==> src/rtl/uart_pkg.sv <==
// uart_pkg: shared UART definitions (FSM state encoding, 16x oversample ratio, mid-bit sample index)
package uart_pkg;
    typedef enum logic [2:0] {
        ST_IDLE,
        ST_START,
        ST_DATA,
        ST_PARITY,
        ST_STOP
    } uart_state_e;
    localparam int OVERSAMPLE = 16;
    localparam int MID_SAMPLE = 7;
endpackage

==> src/rtl/uart_rx_sync.sv <==
// uart_rx_sync: 2-flop synchronizer with parameterised reset value (clk, rst, d_i async in -> q_o synchronized out)
module uart_rx_sync #(
    parameter logic RST_VAL = 1'b1
) (
    input  logic clk,
    input  logic rst,
    input  logic d_i,
    output logic q_o
);
    logic [1:0] sync_q;
    always_ff @(posedge clk or posedge rst) begin
        if (rst) begin
            sync_q <= {2{RST_VAL}};
        end else begin
            sync_q <= {sync_q[0], d_i};
        end
    end
    assign q_o = sync_q[1];
endmodule

==> src/rtl/uart_rx.sv <==
// uart_rx: 16x-oversampled UART receiver (in: clk, rst, tick, rx; out: dout, rx_done, frame_err, parity_err); parity bit enabled by UART_RX_PARITY_EN
module uart_rx
    import uart_pkg::*;
#(
    parameter int DATA_BITS  = 8,
    parameter int SB_TICKS   = 16,
    parameter int PARITY_ODD = 0
) (
    input  logic                 clk,
    input  logic                 rst,
    input  logic                 tick,
    input  logic                 rx,
    output logic [DATA_BITS-1:0] dout,
    output logic                 rx_done,
    output logic                 frame_err,
    output logic                 parity_err
);
    localparam int SW = (SB_TICKS > OVERSAMPLE) ? 5 : 4;
    localparam int NW = $clog2(DATA_BITS);
    localparam logic [SW-1:0] S_MID  = SW'(MID_SAMPLE);
    localparam logic [SW-1:0] S_LAST = SW'(OVERSAMPLE - 1);
    localparam logic [SW-1:0] S_STOP = SW'(SB_TICKS - 1);
    localparam logic [NW-1:0] N_LAST = NW'(DATA_BITS - 1);
    localparam logic PAR_SENSE = 1'(PARITY_ODD);
`ifdef UART_RX_PARITY_EN
    localparam uart_state_e ST_AFTER_DATA = ST_PARITY;
`else
    localparam uart_state_e ST_AFTER_DATA = ST_STOP;
`endif

    uart_state_e          state_q, state_d;
    logic                 rx_s;
    logic                 armed_q, armed_d;
    logic [SW-1:0]        s_cnt_q, s_cnt_d;
    logic [NW-1:0]        n_cnt_q, n_cnt_d;
    logic [DATA_BITS-1:0] b_q, b_d;
    logic [DATA_BITS-1:0] dout_q, dout_d;
    logic                 done_q, done_d;
    logic                 ferr_q, ferr_d;
    logic                 mid_smp, bit_smp, stop_smp;
`ifdef UART_RX_PARITY_EN
    logic                 p_bad_q, p_bad_d;
    logic                 perr_q, perr_d;
`endif

    uart_rx_sync #(.RST_VAL(1'b1)) u_sync (
        .clk (clk),
        .rst (rst),
        .d_i (rx),
        .q_o (rx_s)
    );

    assign mid_smp  = tick && (s_cnt_q == S_MID);
    assign bit_smp  = tick && (s_cnt_q == S_LAST);
    assign stop_smp = tick && (s_cnt_q == S_STOP);

    always_ff @(posedge clk or posedge rst) begin
        if (rst) begin
            state_q <= ST_IDLE;
            armed_q <= 1'b1;
            s_cnt_q <= '0;
            n_cnt_q <= '0;
            b_q     <= '0;
            dout_q  <= '0;
            done_q  <= 1'b0;
            ferr_q  <= 1'b0;
`ifdef UART_RX_PARITY_EN
            p_bad_q <= 1'b0;
            perr_q  <= 1'b0;
`endif
        end else begin
            state_q <= state_d;
            armed_q <= armed_d;
            s_cnt_q <= s_cnt_d;
            n_cnt_q <= n_cnt_d;
            b_q     <= b_d;
            dout_q  <= dout_d;
            done_q  <= done_d;
            ferr_q  <= ferr_d;
`ifdef UART_RX_PARITY_EN
            p_bad_q <= p_bad_d;
            perr_q  <= perr_d;
`endif
        end
    end

    always_comb begin
        state_d = state_q;
        case (state_q)
            ST_IDLE:   state_d = (armed_q && !rx_s) ? ST_START : ST_IDLE;
            ST_START:  state_d = mid_smp ? (rx_s ? ST_IDLE : ST_DATA) : ST_START;
            ST_DATA:   state_d = (bit_smp && n_cnt_q == N_LAST) ? ST_AFTER_DATA : ST_DATA;
`ifdef UART_RX_PARITY_EN
            ST_PARITY: state_d = bit_smp ? ST_STOP : ST_PARITY;
`endif
            ST_STOP:   state_d = stop_smp ? ST_IDLE : ST_STOP;
            default:   state_d = ST_IDLE;
        endcase
    end

    // A framing error disarms start detection until the line is seen idle,
    // so a held break produces a single frame instead of a stream.
    always_comb begin
        s_cnt_d = tick ? s_cnt_q + 1'b1 : s_cnt_q;
        n_cnt_d = n_cnt_q;
        b_d     = b_q;
        dout_d  = dout_q;
        done_d  = 1'b0;
        ferr_d  = ferr_q;
        armed_d = armed_q | rx_s;
`ifdef UART_RX_PARITY_EN
        p_bad_d = p_bad_q;
        perr_d  = perr_q;
`endif
        case (state_q)
            ST_IDLE: s_cnt_d = '0;
            ST_START: begin
                s_cnt_d = mid_smp ? '0 : s_cnt_d;
                n_cnt_d = mid_smp ? '0 : n_cnt_q;
            end
            ST_DATA: begin
                s_cnt_d = bit_smp ? '0 : s_cnt_d;
                b_d     = bit_smp ? {rx_s, b_q[DATA_BITS-1:1]} : b_q;
                n_cnt_d = (bit_smp && n_cnt_q != N_LAST) ? n_cnt_q + 1'b1 : n_cnt_q;
            end
`ifdef UART_RX_PARITY_EN
            ST_PARITY: begin
                s_cnt_d = bit_smp ? '0 : s_cnt_d;
                p_bad_d = bit_smp ? (((^b_q) ^ rx_s) != PAR_SENSE) : p_bad_q;
            end
`endif
            ST_STOP: begin
                if (stop_smp) begin
                    s_cnt_d = '0;
                    dout_d  = b_q;
                    ferr_d  = ~rx_s;
                    done_d  = 1'b1;
                    armed_d = rx_s;
`ifdef UART_RX_PARITY_EN
                    perr_d  = p_bad_q;
`endif
                end
            end
            default: s_cnt_d = '0;
        endcase
    end

    assign dout      = dout_q;
    assign rx_done   = done_q;
    assign frame_err = ferr_q;
`ifdef UART_RX_PARITY_EN
    assign parity_err = perr_q;
`else
    assign parity_err = PAR_SENSE & 1'b0;
`endif
endmodule

==> config.mk <==
export PLATFORM = sky130hd
export DESIGN_NAME = uart_rx
export DESIGN_NICKNAME = d
export VERILOG_FILES = /design/src/rtl/uart_pkg.sv /design/src/rtl/uart_rx_sync.sv /design/src/rtl/uart_rx.sv
export SDC_FILE = /design/constraint.sdc
export NUM_CORES = 1
export LEC_CHECK = 0
export BUFFER_PORTS_ARGS = -buffer_cell sky130_fd_sc_hd__buf_2
export CAP_MARGIN = 10
export CORE_ASPECT_RATIO = 1.75
export CORE_MARGIN = 8
export CORE_UTILIZATION = 45
export CTS_CLUSTER_DIAMETER = 150
export DETAILED_ROUTE_END_ITERATION = 8
export PLACE_DENSITY_LB_ADDON = 0.3
export SYNTH_ARGS = -nofsm -noshare
export SYNTH_HDL_FRONTEND = slang
export SYNTH_SLANG_ARGS = --single-unit
export TNS_END_PERCENT = 5
==> constraint.sdc <==
create_clock -name clk -period 2.6 [get_ports clk]
set_clock_uncertainty 0.15 [all_clocks]
set_input_delay 0.39 -clock clk [delete_from_list [all_inputs] [get_ports clk]]
set_output_delay 0.39 -clock clk [all_outputs]
set_load 0.05 [all_outputs]
* Yosys cells after proc, flatten, opt, wreduce, memory -nomap -nowiden
Index checks and enable logic that the tools add are counted.
W data, S select, Z words.
** Word-level totals
- Register bits after elaboration :: 31
- Input port bits :: 4
- Output and inout bits :: 11
** Operators by class
- Bitwise logic cells :: 2
- Add/subtract/negate cells :: 2
- Eq/ne operators :: 9
- Muxes and demuxes :: 17
- Reductions and logical operators :: 12
** Operator list (count)
- $mux W3 :: 4
- $mux W4 :: 3
- $pmux W3 S4 :: 1
- $pmux W4 S2 :: 1
- $eq A3 B3 Y1 const B :: 2
- $pmux W3 S2 :: 1
- $logic_and A1 B1 Y1 :: 5
- $mux W1 :: 5
- $add A4 B1 Y4 const B :: 1
- $eq A4 B3 Y1 const B :: 1
- $eq A4 B4 Y1 const B :: 1
- $mux W2 :: 2
- $ne A2 B2 Y1 const B :: 2
- $reduce_and A2 Y1 :: 2
- $add A3 B1 Y3 const B :: 1
- $eq A3 B1 Y1 const B :: 1
- $eq A3 B2 Y1 const B :: 1
- $logic_not A3 Y1 :: 1
- $ne A3 B3 Y1 const B :: 1
- $reduce_and A3 Y1 :: 1
- $reduce_bool A2 Y1 :: 1
- $reduce_or A2 Y1 :: 1
- $logic_not A1 Y1 :: 1
- $not A1 Y1 :: 1
- $or A1 B1 Y1 :: 1

* Depth between registers and ports, before layout
Gate-level depths: netlist (run 1).
- Word-level depth :: 5
- Gate-level depth with buffers :: 5
- Mapped depth without buffers :: 5

* By module
A second synthesis (run 1) with hierarchy kept.
** Second synthesis, totals
- Cells, all modules :: 112
- Area total of the unflattened synthesis :: 1472.7 um^2
** By module, submodules not included
- uart_rx :: area an instance 1416.4 um^2, cells an instance 109, sequential area each 726.9 um^2, instances 1
- uart_rx_sync :: area an instance 56.3 um^2, cells an instance 3, sequential area each 52.6 um^2, instances 1

* Worst setup path after synthesis (run 1)
No wires, ideal clock.
- Path type :: register to register
- From :: register s_cnt_q[0]
- To :: register dout_q[0] (netlist: dout[0])
- Path buffers :: 1
- Clock period less this slack :: 1.864 ns
- Arrival :: 1.589 ns
- Cell stages (with the launch flop) :: 6
- Data required time :: 2.325 ns
- Path slack :: 0.736 ns
- Cell sequence :: dfrtp_1 ha_1 nand4_4 or3_4 buf_6 mux2_4
** Between the ends
- Longest elaborated chain between the ends :: 3
** RTL lines
- start: declaration :: RTL line uart_rx.sv:34 : logic [SW-1:0] s_cnt_q, s_cnt_d;
- start signal: assignment :: RTL line uart_rx.sv:74 : s_cnt_q <= s_cnt_d;
- $eq A4 B4 Y1 :: RTL line uart_rx.sv:55 : assign stop_smp = tick && (s_cnt_q == S_STOP);
- $logic_and A1 B1 Y1 :: RTL line uart_rx.sv:55
- $reduce_and A2 Y1 (no line)
- end signal: assignment :: RTL line uart_rx.sv:77 : dout_q <= dout_d;
- end: declaration :: RTL line uart_rx.sv:37 : logic [DATA_BITS-1:0] dout_q, dout_d;
No other way between the ends.
A chain may end at the register's enable or synchronous reset.

* Worst setup path after layout (run 1)
- From :: register s_cnt_q[0]
- To :: register b_q[4]
** Between the ends
- Longest elaborated chain between the ends :: 3
** RTL lines
- $eq A4 B4 Y1 :: RTL line uart_rx.sv:54 : assign bit_smp = tick && (s_cnt_q == S_LAST);
- $logic_and A1 B1 Y1 :: RTL line uart_rx.sv:54
- $reduce_and A2 Y1 (no line)
- end signal: assignment :: RTL line uart_rx.sv:63 : b_q <= '0;
- end signal: assignment :: RTL line uart_rx.sv:76 : b_q <= b_d;
- end: declaration :: RTL line uart_rx.sv:36 : logic [DATA_BITS-1:0] b_q, b_d;
No other way between the ends.

==> results of run 1 <==
==> routing by layer <==
metal	vias to the layer above	global-route usage [%]	wire [um]
met1	441	10.1	957
li1	425	-	-
met3	9	3.95	133
met5	-	0	0
met2	18	20.4	1460
met4	0	7.23	87
==> layout by cell type (no fill, tap or decap), types with 2 or more instances in the layout <==
cell	n
nor2_1	5
xor2_1	2
o21ai_0	2
clkbuf_8	6
mux2_2	10
nand2_1	3
inv_1	8
ha_1	3
mux2i_1	3
nor3b_1	5
mux2_4	8
dfrtp_1	28
a21oi_1	3
buf_2	13
dfstp_2	3
==> flip-flops by register name (all words and copies together) (netlist names) <==
| register | cells |
|---|---|
| dout | 8 |
| b_q | 8 |
| rx_done | 1 |
| u_sync.sync_q | 2 |
| armed_q | 1 |
| n_cnt_q | 3 |
| state_q | 3 |
| frame_err | 1 |
| s_cnt_q | 4 |
==> power by group <==
group / switching (mW) / internal [mW]
Sequential: 0.0798 / 0.537
Combinational: 0.101 / 0.0850
Clock: 0.174 / 0.213
==> final timing paths <==
check / startpoint / endpoint / slack (ns)
max: s_cnt_q[0] / b_q[4] / 0.65
min: rst / dout[7] / 0.02
max reg2reg: s_cnt_q[0] / b_q[4] / 0.65
min reg2reg: u_sync.sync_q[0] / u_sync.sync_q[1] / 0.21
max in group asynchronous: rst / u_sync.sync_q[1] / 1.95
min in group clk: rx / u_sync.sync_q[0] / 0.05
==> cell families (layout without fill, tap and decap cells) <==
kind of cell | Yosys count | in the layout | synth area share [%]
simple gates | 26 | 26 | 13.4
flops | 31 | 31 | 53.1
compound gates | 13 | 13 | 5.97
fa+ha+maj | 3 | 3 | 2.56
mux | 21 | 21 | 17.9
xor+xnor | 3 | 3 | 1.79
other cells | 1 | 1 | 0.256
buf+inv | 15 | 30 | 5.03
==> layout make-up <==
type / instances / area [um^2]
clock buffers: 7 / 86.3
clock inverters: 1 / 5.00
fillers: 277 / 1500
inverters: 8 / 30.0
multi-input cells: 67 / 614
flip-flops and latches: 31 / 779
well taps: 43 / 53.8
repair buffers: 14 / 72.6
==> worst max-delay path, delay by kind of cell, from the launching register on <==
family | cells | cell delay, ns
flops | 1 | 0.39
fa+ha+maj | 1 | 0.28
simple gates | 2 | 0.61
mux | 1 | 0.41
==> per-stage QoR <==
| step | cells | power [mW] |
|---|---|---|
| finish | 171 | 1.19 |
| global route | 171 | 1.27 |
| CTS | 171 | 1.21 |
| detailed placement | 163 | 0.813 |
| global placement | 163 | 0.797 |
| floorplan | 113 | 0.771 |
==> metrics.md, run 1 <==
| Metric | Value |
|---|---|
| Run status | completed |
| Skew-Pair Late Insertion Delay | 0.29 ns |
| Area after DPL | 0.00155 mm^2 |
| Max cap viols | 0 |
| Core Area | 0.00314 mm^2 |
| Post-synth EDFFs | 0 |
| Synth Instances | 113 |
| Setup Viol. Count Final | 0 |
| Register area share after synthesis | 53.1% |
| Fin util | 52.3% |
| WP data arrival | 1.97 ns |
| Unrepaired setup endpoints after global routing | false |
| Die height | 91.6 um |
| Worst-path cell chain | ha_1, nand4_4, nor4_4, mux2_2 |
| Hold/Removal Path Class | primary input to asynchronous set/reset pin |
| Power Dens Cells | 725 mW/mm^2 |
| Setup slack after layout | 0.652 ns |
| Setup bufs post-CTS | 0 |
| Longest Clk Path Bufs | 2 |
| Clk sinks | 31 |
| Rows | 27 |
| Avg WL per Cell | 15.4 um |
| Leak | 0.831 nW |
| Drt via density | 5.22 |
| Hold slack | 0.0191 ns |
| DIE WIDTH | 59.2 um |
| Post-synth cell types | 39 |
| Critical Setup Path Class | register to register |
| # DRC | 0 |
| Synthesized net count | 120 |
| First-pass GRT wire length | 4620 um |
| Cells on worst reg2reg path | 4 |
| Post-synth top area share | 47.7% |
| Die area | 0.00542 mm^2 |
| Nets@finish | 134 |
| CP endpoint kind | register |
| Crit path time final | 1.95 ns |
| Final ANT Viol Nets | 0 |
| Post-CTS Hold Buffers | 0 |
| Diodes inserted | 0 |
| DRT Pass-1 Iters | 4 |
| Initial antenna violation count | 0 |
| Yosys reg bits | 31 |
| Synth top cells by count | 28 x dfrtp_1, 10 x mux2_2, 8 x inv_1, 8 x mux2_4 |
| Fin crit share | 74.9% |
| Synth top area cells | dfrtp_1 48%, mux2_4 8.2%, mux2_2 7.7% |
| Total track usage | 11.4% |
| Worst slew margin | 63.1% |
| CTS Root Cell | clkbuf_8 |
| Initial core utilization | 46.7% |
| Mapped Avg Cell Area | 13.0 um^2 |
| Crit path launch type | register |
| Vias in the first global route | 1008 |
| CP max FO | 8 |
| WL final | 2640 um |
| Worst slack, placed | 0.657 ns |
| Final Hold Viols | 0 |
| Least-Margin Pin Slew | 0.550 ns |
| H-tree levels | 2 |
| CP peak stage delay | 0.45 ns |
| Worst path required time | 2.62 ns |
| CTS Buf Count | 5 |
| Count leader, synth | dfrtp_1 |
| Fin Setup TNS | 0 ns |
| Fin. max-slew vios | 0 |
| Via count | 893 |
| Synth area leader | dfrtp_1 |
| Clk slew on worst S/H paths | 0.07 ns |
| IO Port Bufs | 13 |
| Ys flop type | dfrtp_1 |
| Ys async rst share | 100% |
| Cts repair resizes | 0 |
| Max VDD drop | 0.424 mV |
| CTS tree | done |
| DP HPWL | 1910 um |
| Netlist Area Pre-Place | 0.00147 mm^2 |
| Synth warnings | 0 |
| Worst path slowest cell | nor4_4 |
| Total gr overflow | 0 |
| DRT iter0 DRCs | 22 |
| Routability congestion estimate | 0.818 |
| Largest net degree at the start of global routing | 32 |
| Area delta synth->final | 11.8% |
| Share of cells above drive strength 1 | 35.9% |
| Max Fclk | 513 MHz |
| Final Cell Area | 0.00164 mm^2 |
| IO Count | 15 |
(Power assumes the default switching activity.)
==> run 2: changes to the inputs <==
Settings changed: ABC_AREA from default to 1.
Clock period 2.6 ns to 1.7 ns, I/O delays scaled along.
==> run 2 against run 1 <==
  * Die area decreased by 6.9%
  * Area after synthesis decreased by 8.9%
  * Critical path type unchanged
  * First-iteration DRC count decreased by 36%
  * Largest cell class unchanged
==> metrics.md, run 2 <==
| Metric | Value |
|---|---|
| Initial antenna violation count | 0 |
| DRT Pass-1 Iters | 4 |
| CTS Buf Count | 5 |
| Vias in the first global route | 1001 |
| Largest delay share family, worst path | simple AND/OR/NAND/NOR gates |
| # placed instances | 177 |
| Worst path required time | 1.72 ns |
| Synth Area in Adders | 2.81% |
| Commonest non-fill, non-tap cell in the layout | nand2_1 |
| Netlist Area Pre-Place | 0.00134 mm^2 |
| DIE WIDTH | 57.2 um |
| Run status | completed |
| Setup bufs post-CTS | 0 |
| WP data arrival | 1.60 ns |
| Most frequent cells in the layout | 36 x nand2_1, 28 x dfrtp_1, 15 x inv_1 |
| IO Port Bufs | 13 |
| CP max FO | 4 |
| Register area share after synthesis | 58.3% |
| Post-synth EDFFs | 0 |
| Routability congestion estimate | 0.751 |
| Synth top area cells | dfrtp_1 52%, nand2_1 10%, dfstp_2 5.9% |
| Via count | 930 |
| # DRC | 0 |
| Yosys reg bits | 31 |
| XOR/XNOR Fraction of Synth Area | 1.96% |
| Simple-Gate Fraction of Synth Area | 17.9% |
| Setup slack after layout | 0.123 ns |
| IO Count | 15 |
| Synth Instances | 137 |
| Final Non-Filler Cells | 187 |
| Nets@finish | 165 |
| Total gr overflow | 0 |
| WL final | 2480 um |
| Mux share of post-synthesis cell area | 0.748% |
| Initial core utilization | 46.7% |
| Drt via density | 4.97 |
| Unrepaired setup endpoints after global routing | false |
| Max Fclk | 634 MHz |
| Synth top cells by count | 37 x nand2_1, 28 x dfrtp_1, 15 x inv_1 |
| Longest Clk Path Bufs | 2 |
| First-pass GRT wire length | 4370 um |
| Area delta synth->final | 15.4% |
| Fin Setup TNS | 0 ns |
| Synth warnings | 0 |
| Share of cells above drive strength 1 | 25.2% |
| Hold/Removal Path Class | primary input to register |
| Rows | 26 |
| Synth Area in Compound Gates | 11.0% |
| CP most frequent cell | nand2_1 |
| Final Hold Viols | 0 |
| Mapped Avg Cell Area | 9.76 um^2 |
| Multi-input gate area | 472 um^2 |
| Die height | 88.1 um |
| Final Total Pwr | 1.65 mW |
| Die area | 0.00504 mm^2 |
| Power Dens Cells | 1070 mW/mm^2 |
| Post-synth top area share | 52.4% |
| CP peak stage delay | 0.40 ns |
| Cells on worst reg2reg path | 8 |
| Worst path slowest cell | dfrtp_1 |
| Max VDD drop | 0.725 mV |
| Synthesized net count | 144 |
| Critical Setup Path Class | register to register |
| Fin. max-slew vios | 0 |
| Fin crit share | 92.8% |
| CTS tree | done |
| Ys async rst share | 100% |
| Worst-path cell chain | ha_1, ha_1, inv_1, nand3_1, nand2_2, nand2_1, nand2_1, nand2_1 |
| Final ANT Viol Nets | 0 |
| Min-Delay Path Depth | 3 |
| Largest net degree at the start of global routing | 32 |
| Skew-Pair Late Insertion Delay | 0.29 ns |
| Total track usage | 11.2% |
| Fillers | 260 |
| Post-synth cell types | 21 |
| CP endpoint kind | register |
| Largest family of logic cells by synthesized area | simple AND/OR/NAND/NOR gates |
| Ys flop type | dfrtp_1 |
| CTS Root Cell | clkbuf_8 |
| Max cap viols | 0 |
| Core Area | 0.00286 mm^2 |
| Fin util | 53.9% |
| Avg WL per Cell | 13.3 um |
| H-tree levels | 2 |
| Crit path launch type | register |
| Leak | 0.767 nW |
| Count leader, synth | nand2_1 |
| FF/Latch Area | 779 um^2 |
| Clk slew on worst S/H paths | 0.07 ns |
| Synth area leader | dfrtp_1 |
| Crit path buf inv count | 1 |
| Cell depth of the worst setup path | 8 |
| Clk sinks | 31 |
| DP HPWL | 1800 um |
| Diodes inserted | 0 |
| DRT iter0 DRCs | 14 |
| Setup Viol. Count Final | 0 |
| Crit path time final | 1.58 ns |
| Worst slack, placed | 0.0699 ns |
run 2: cell types whose count changed in the layout (fill, tap and decap cells not counted), sizes merged, moves of 2 or more:
cell and delta:
mux2i -2, nor4 -2, o21ai +16, nand3 +5, inv +9, dlygate4sd3 +2
nor2 +3, mux2 -18, nor3b -5, nand2 +35
run 2: logic make-up (layout without fill, tap and decap cells):
| group | count (synthesis) | after routing |
|---|---|---|
| fa+ha+maj | 3 | 3 |
| xor+xnor | 3 | 3 |
| simple gates | 55 | 55 |
| flops | 31 | 31 |
| other cells | 1 | 1 |
| compound gates | 23 | 23 |
| mux | 1 | 1 |
| buf+inv | 20 | 42 |
run 2: routing by layer:
metal  wire length, um  global-route usage [%]  up-vias
met3                72                    3.34        6
met5                 0                       0        -
met1               955                    10.8      441
met2              1380                    20.0       10
met4                76                    7.08        0
li1                  -                       -      473
run 2: final timing paths:
check / startpoint / to / slack [ns]
max: n_cnt_q[0] / n_cnt_q[0] / 0.12
min: tick / s_cnt_q[0] / 0.18
max reg2reg: n_cnt_q[0] / n_cnt_q[0] / 0.12
min reg2reg: u_sync.sync_q[0] / u_sync.sync_q[1] / 0.20
max in group asynchronous: rst / u_sync.sync_q[0] / 0.63
min in group asynchronous: rst / n_cnt_q[1] / 0.44
run 2: per-stage QoR:
step / hold WS, ns / instance area [um^2]
after global routing: 0.191 / 1540
after CTS: 0.174 / 1530
after detailed placement: 0.198 / 1420
final: 0.175 / 1540
after global placement: 0.194 / 1420
after floorplan: 0.109 / 1340
run 2: area by class of cell:
cell class | count | area share [%]
clock buffer | 7 | 5.59
clock inverter | 1 | 0.324
inverter | 17 | 4.29
multi-input combinational | 86 | 30.6
sequential | 31 | 50.5
tap | 28 | 2.27
timing repair buffer | 17 | 6.48
run 2: timing repair:
| action | CTS | global route |
|---|---|---|
| endpoints found under the setup margin | 0 | 13 |
| hold buffers | 2 | 0 |
| gates resized for setup | 0 | 4 |
| hold endpoints to repair | 29 | 0 |
run 2: worst register-to-register path, stage by stage, from the launching register on:
cell and delay [ns]:
dfrtp_1 0.40, ha_1 0.21, ha_1 0.20, inv_1 0.07, nand3_1 0.10, nand2_2 0.13
nand2_1 0.10, nand2_1 0.07, nand2_1 0.05
run 2: where the power goes:
part / switching (mW) / internal, mW / total, mW
sequential: 0.0497 / 0.793 / 0.842
combinational: 0.128 / 0.0796 / 0.207
clock: 0.269 / 0.326 / 0.595
total: 0.447 / 1.20 / 1.65
